--- config.mk ---
export PLATFORM = sky130hd
export DESIGN_NAME = freq_meter
export DESIGN_NICKNAME = d
export VERILOG_FILES = /design/src/rtl/freq_meter.sv
export SDC_FILE = /design/constraint.sdc
export NUM_CORES = 1
export LEC_CHECK = 0
export ABC_AREA = 1
export CORE_UTILIZATION = 54
export DETAILED_ROUTE_END_ITERATION = 7
export PLACE_DENSITY = 0.8
export SLEW_MARGIN = 10
export SYNTH_ARGS = -nofsm -noshare
export SYNTH_HDL_FRONTEND = slang
export SYNTH_SLANG_ARGS = --single-unit
--- constraint.sdc ---
create_clock -name clk_50M -period 1.65 [get_ports clk_50M]
set_input_delay 0.4125 -clock clk_50M [delete_from_list [all_inputs] [get_ports clk_50M]]
set_output_delay 0.4125 -clock clk_50M [all_outputs]
set_load 0.05 [all_outputs]
--- src/rtl/freq_meter.sv ---
// Gated frequency counter: counts rising edges of an asynchronous input over
// a window of GATE_CYCLES clocks and reports the count with a one-cycle strobe.
module freq_meter #(
  parameter int CLK         = 50000000,
  parameter int GATE_CYCLES = 50000000,
  parameter int GW          = 26,
  parameter int CW          = 26,
  parameter bit CONT        = 1'b0
) (
  input  logic          clk_50M,
  input  logic          cr,
  input  logic          sig_in,
  input  logic          start,
  output logic [CW-1:0] freq,
  output logic          ovf,
  output logic          valid,
  output logic          busy
);

  if (GATE_CYCLES < 2 || CLK <= 0 || (GATE_CYCLES >> GW) != 0) begin : g_bad_cfg
    $error("freq_meter: invalid GATE_CYCLES/GW/CLK configuration");
  end

  typedef enum logic [2:0] {IDLE, WARM, ARM, GATE, DONE} state_t;

  localparam logic [GW-1:0] GATE_LAST = GW'(GATE_CYCLES - 1);
  localparam logic [CW-1:0] CNT_MAX   = '1;

  state_t        state;
  logic          s1, s2, s3;
  logic          sig_edge;
  logic [GW-1:0] gate_cnt;
  logic [CW-1:0] edge_cnt;
  logic [1:0]    warm_cnt;
  logic          sat;
  logic [CW-1:0] cnt_next;
  logic          sat_next;

  assign sig_edge = s2 & ~s3;

  // Saturating edge count; sat marks that an edge arrived with the counter full.
  always_comb begin
    cnt_next = edge_cnt;
    sat_next = sat;
    if (sig_edge) begin
      if (edge_cnt == CNT_MAX) sat_next = 1'b1;
      else                     cnt_next = edge_cnt + 1'b1;
    end
  end

  always_ff @(posedge clk_50M) begin
    if (cr) begin
      state    <= WARM;
      s1       <= 1'b0;
      s2       <= 1'b0;
      s3       <= 1'b0;
      gate_cnt <= '0;
      edge_cnt <= '0;
      warm_cnt <= '0;
      sat      <= 1'b0;
      freq     <= '0;
      ovf      <= 1'b0;
      valid    <= 1'b0;
      busy     <= 1'b1;
    end else begin
      s1    <= sig_in;
      s2    <= s1;
      s3    <= s2;
      valid <= 1'b0;
      case (state)
        // Three cycles to flush stale synchronizer contents before counting.
        WARM: begin
          if (warm_cnt == 2'd2) begin
            state <= CONT ? ARM : IDLE;
            busy  <= CONT;
          end else begin
            warm_cnt <= warm_cnt + 2'd1;
          end
        end
        IDLE: begin
          if (start) begin
            state <= ARM;
            busy  <= 1'b1;
          end
        end
        ARM: begin
          gate_cnt <= '0;
          edge_cnt <= '0;
          sat      <= 1'b0;
          state    <= GATE;
        end
        // The last gate cycle still counts its edge; the result lands with valid.
        GATE: begin
          edge_cnt <= cnt_next;
          sat      <= sat_next;
          gate_cnt <= gate_cnt + 1'b1;
          if (gate_cnt == GATE_LAST) begin
            state <= DONE;
            freq  <= cnt_next;
            ovf   <= sat_next;
            valid <= 1'b1;
          end
        end
        DONE: begin
          state <= CONT ? ARM : IDLE;
          busy  <= CONT;
        end
        default: begin
          state <= WARM;
          busy  <= 1'b1;
        end
      endcase
    end
  end

endmodule
; Word-level counts from Yosys, hierarchy flattened
; Cells that the tools add are included.
[classes]
reduce_logical = 8
muxes = 15
eq_ne = 10
addsub = 3
n_bitwise = 5
[op_table]
columns = cell, n
row1 = 26-bit case mux with 2 select lines, 2
row2 = "26-bit by 1-bit adder with 26-bit output, second input constant", 2
row3 = "26-bit == test, second input constant", 2
row4 = 26-bit 2-to-1 mux, 2
row5 = 3-bit case mux with 5 select lines, 1
row6 = 3-bit 2-to-1 mux, 3
row7 = "3-bit by 2-bit == test with 1-bit output, second input constant", 2
row8 = "2-bit != test, second input constant", 3
row9 = 3-bit AND reduction, 2
row10 = 1-bit 2-to-1 mux, 5
row11 = 1-bit inverter, 4
row12 = 1-bit case mux with 4 select lines, 1
row13 = 2-bit AND reduction, 2
row14 = 2-bit OR reduction, 2
row15 = "3-bit by 1-bit == test with 1-bit output, second input constant", 1
row16 = "3-bit == test, second input constant", 1
row17 = 3-bit zero test, 1
row18 = "2-bit by 1-bit adder with 2-bit output, second input constant", 1
row19 = "2-bit == test, second input constant", 1
row20 = 1-bit case mux with 2 select lines, 1
row21 = 2-bit nonzero test, 1
row22 = 1-bit bitwise AND, 1
[word_totals]
register_bits = 90
input_bits = 4
out_inout_bits = 29

; Longest topological paths before layout
[depth]
word_depth = 4
ltp_mapped = 12
depth_no_buf = 12

; Worst setup path after synthesis
; No wires, ideal clock.
[synth_timing]
path_kind = register to register
start = register edge_cnt[0]
end = register edge_cnt[1]
t_arrival_ns = 1.497
setup_time_ns = 0.115
slack_ns = 0.039
t_required_ns = 1.535
stages_incl_launch_ff = 12
path_cell_list = dfxtp_1 -> ha_1 -> inv_1 -> nor2_1 -> nand2_2 -> nor2_8 -> nand2_4 -> nand2_8 -> nand2_1 -> o21ai_1 -> nor2_1 -> o21a_1
[synth_via]
elab_chain_cells = 4
word_cells_on_any_way = 5
cone_classes = add/sub: 1 / eq/ne: 1 / mux: 3
[synth_rtl]
columns = element, line
row1 = from (decl), 33  ; logic [CW-1:0] edge_cnt;
row2 = from (signal assigned), 94  ; edge_cnt <= cnt_next;
row3 = 26-bit by 1-bit adder with 26-bit output or 26-bit == test (tied branches), "47, 46"
row4 = 26-bit 2-to-1 mux (*), 46  ; if (edge_cnt == CNT_MAX) sat_next = 1'b1;
row5 = 26-bit 2-to-1 mux (*), 45  ; if (sig_edge) begin
row6 = 26-bit case mux with 2 select lines (*), 70  ; case (state)
; Mark *: on every way between the ends. The rest lies on a longest branch, timed or not.
; A chain may end at the register's enable or synchronous reset.

; Final worst setup path
[layout_timing]
start = register edge_cnt[20]
end = register edge_cnt[2]
[layout_via]
elab_chain_cells = 4
[layout_rtl]
columns = element, line
row1 = 26-bit == test, 46
row2 = 26-bit 2-to-1 mux, 46
row3 = 26-bit 2-to-1 mux, 45
row4 = 26-bit case mux with 2 select lines, 70
; No other way between the ends.

==> results.yml <==
global_routing:
  antenna_found_initial: 0
  grt_util_all_layers_pct: 32.3
  grt_max_degree: 33
  grt_pass1_vias: 5234
  grt_overflow_total: 0
  grt_pass1_wl_mm: 24.8
sta:
  fin_ws_ps: -81.8
  worst-slew-pin-transition_ps: 402
  min_period_ps: 1730
  final.setup.tns_ps: -363
  fin_crit_sh_pct: 105
  relSlewSlack_pct: 73.0
  setup_viol: 16
  rsz0062_at_grt: "true"
  fin_skew_ps: 9.60
  hold_viol: 0
  finalMaxSlewViolations: 0
  max_freq_mhz: 577
power_and_ir_drop:
  peakVddDrop_mv: 0.514
  switchingPower_uw: 1430
  p_seq_share_pct: 48.8
  pwr-share-clk_pct: 34.7
  p_int_uw: 3200
  powerDensity_mw_per_mm2: 660
  p_leak_uw: 0.00274
  swShare_pct: 30.9
  comb_power_share_pct: 16.5
critical_path:
  endpoint_kind: "register"
  r2r_cells: 11
  critPathArrivalTime_ps: 2040
  r2r-end: "edge_cnt[2]"
  regToRegStartpoint: "edge_cnt[20]"
  r2r_slack_ps: -80
  cp-startpoint: "edge_cnt[20]"
  endpoint: "edge_cnt[2]"
  cp.required_ps: 1960
  path_cells: "nand2_1 > nor2_1 > nand2_2 > nor2_4 > nand2_8 > nand2_8 > buf_6 > o21ai_2 > nand2_1 > nand2_2 > a21oi_2"
  critPathLaunchType: "register"
  path_class: "reg2reg"
  path_max_fanout: 8
  max_stage_delay_ps: 430
  cp_slowest_cell: "dfxtp_1"
yosys:
  yosys_warnings: 0
  avgSynthCellArea_um2: 6.58
  synth_nets: 757
  synth_cells: 750
  netlist_area_mm2: 0.00494
  ys_seq_area_share_pct: 36.5
  synth.distinct_cells: 46
  synth-seq-cells: 90
finish:
  n_antenna_cell: 0
  layout.nets: 871
  fillers: 620
  syn_to_final_growth_pct: 41.9
  multi_input_area_mm2: 0.00316
  final_common_cell: "nand2_1"
  mostFrequentLayoutCells: "nand2_1, buf_4, dfxtp_1"
  register_area_mm2: 0.00184
  stdcell_count: 977
  drive_gt1_share_pct: 33.7
run:
  drv_cap: 0
floorplan:
  coreArea_mm2: 0.00881
  ios: 33
  die_h_um: 97.6
  rows: 34
  die_w_um: 97.6
  die_area_mm2: 0.00953
  initial_core_util_pct: 56.1
status:
  violations: "design-rule violations, negative setup slack"
  status: "finished, violations left"
placed_design:
  hpwl_mm: 10.7
  port_buffers: 32
  post-place-cells: 945
  gp_congestion: 0.916
route:
  routed_wl_mm: 16.1
  routed-via-count: 5578
  drt-wirelength-per-cell_um: 16.5
  ant_nets: 0
  via_per_inst: 5.71
  drc: 3
  dr.pass1.iters: 7
  dr.first_iter.drc_count: 396
clocking:
  numClockSinks: 90
  ctsHtreeMaxLevel: 3
  tritoncts: "done"
  root_buffer: "clkbuf_8"
  clkLatencyLatePin_ps: 380
  path_clk_slew_ps: 100
  cts_buffer_depth: 2
  cts_buffers: 9
worst_hold_path:
  worstHoldPathType: "reg2reg"
  holdPathStages: 2
  worstHoldStart: "s1"
==> state kept, by name (all words and copies together) (netlist names) <==
name	count
ovf	1
s1	1
edge_cnt	26
s2	1
freq	26
s3	1
state	3
busy	1
warm_cnt	2
valid	1
sat	1
gate_cnt	26
==> synthesized netlist by cell type (all sizes together) <==
cell    count  share of area [%]
ha          3               0.76
o31ai       2               0.30
nand3      80                8.7
o211a       1               0.20
a221oi      3               0.53
clkbuf     18                1.4
and2        2               0.25
nand3b      2               0.30
xnor2       5               0.89
and3        1               0.13
a22oi       3               0.46
xor2        1               0.33
clkinv      2               0.15
buf         9                1.1
o21ai      39                4.0
dfxtp      90                 36
or2         3               0.38
nand4      14                1.9
nor3       22                3.0
nor2       86                8.4
o21bai      1               0.15
inv        76                5.8
a31oi       1               0.13
nand2     224                 18
a21o        2               0.30
a211oi      1               0.15
o21a        1               0.15
a21oi      56                5.7
nor3b       2               0.30
==> worst min path at each step <==
stage                        to
after CTS                    s2
after global routing      valid
final                        s2
after global placement       s2
after floorplan              s2
after detailed placement     s2
==> metrics by stage <==
stage	power [uW]	cell area, um^2	hold slack, ps	setup slack [ps]	utilization, %
floorplan	2740	4940	388	38.6	-
global placement	2970	6170	391	-64.2	70.1
detailed placement	3000	6170	409	-146	70.1
CTS	4560	6510	426	-19.5	74.0
global route	4800	7010	453	-173	79.6
finish	4630	7010	417	-81.8	79.6
==> final cells by class <==
class | instances | share of cell area [%]
multi-input combinational | 556 | 45.0
sequential | 90 | 26.2
timing repair buffer | 129 | 19.7
inverter | 78 | 4.28
tap | 108 | 1.93
clock buffer | 10 | 1.82
clock inverter | 6 | 1.02
==> layer usage <==
layer	GRT usage (%)	part of all wire [%]	vias to the layer above
met4	13.4	3.2	0
met3	5.68	7.5	53
met1	40.5	41	2571
met5	0	0	-
li1	-	-	2666
met2	54.7	49	288
==> what timing repair did <==
action,CTS,global route
setup endpoints to repair,57,75
buffers inserted,5,11
pin swaps,9,38
hold buffers,0,0
gates resized for setup,30,124
cloned,0,1
==> worst max-delay path: cells and delay by family, from the launching register on <==
family,cells,cell delay [ps]
flops,1,430
simple gates,8,930
compound gates,2,200
buf+inv,1,110
==> kinds of logic (layout without fill, tap and decap cells) <==
family	Yosys count	in the layout	share of synthesized area, %
xor gates and xnor gates	6	6	1.22
and+or+nand+nor	436	437	41.1
adders and majority gates	3	3	0.760
AOI/OAI and AO/OA	110	110	12.0
DFF	90	90	36.5
buffers and inverters	105	223	8.44
==> power by group through the flow <==
stage                     clock [uW]  sequential [uW]  combinational (uW)
final                           1600             2260                 764
after global routing            1710             2270                 824
after floorplan                    0             2340                 402
after global placement             0             2310                 660
after detailed placement           0             2310                 683
after CTS                       1600             2270                 694
Power figures use the tool's default switching activity.
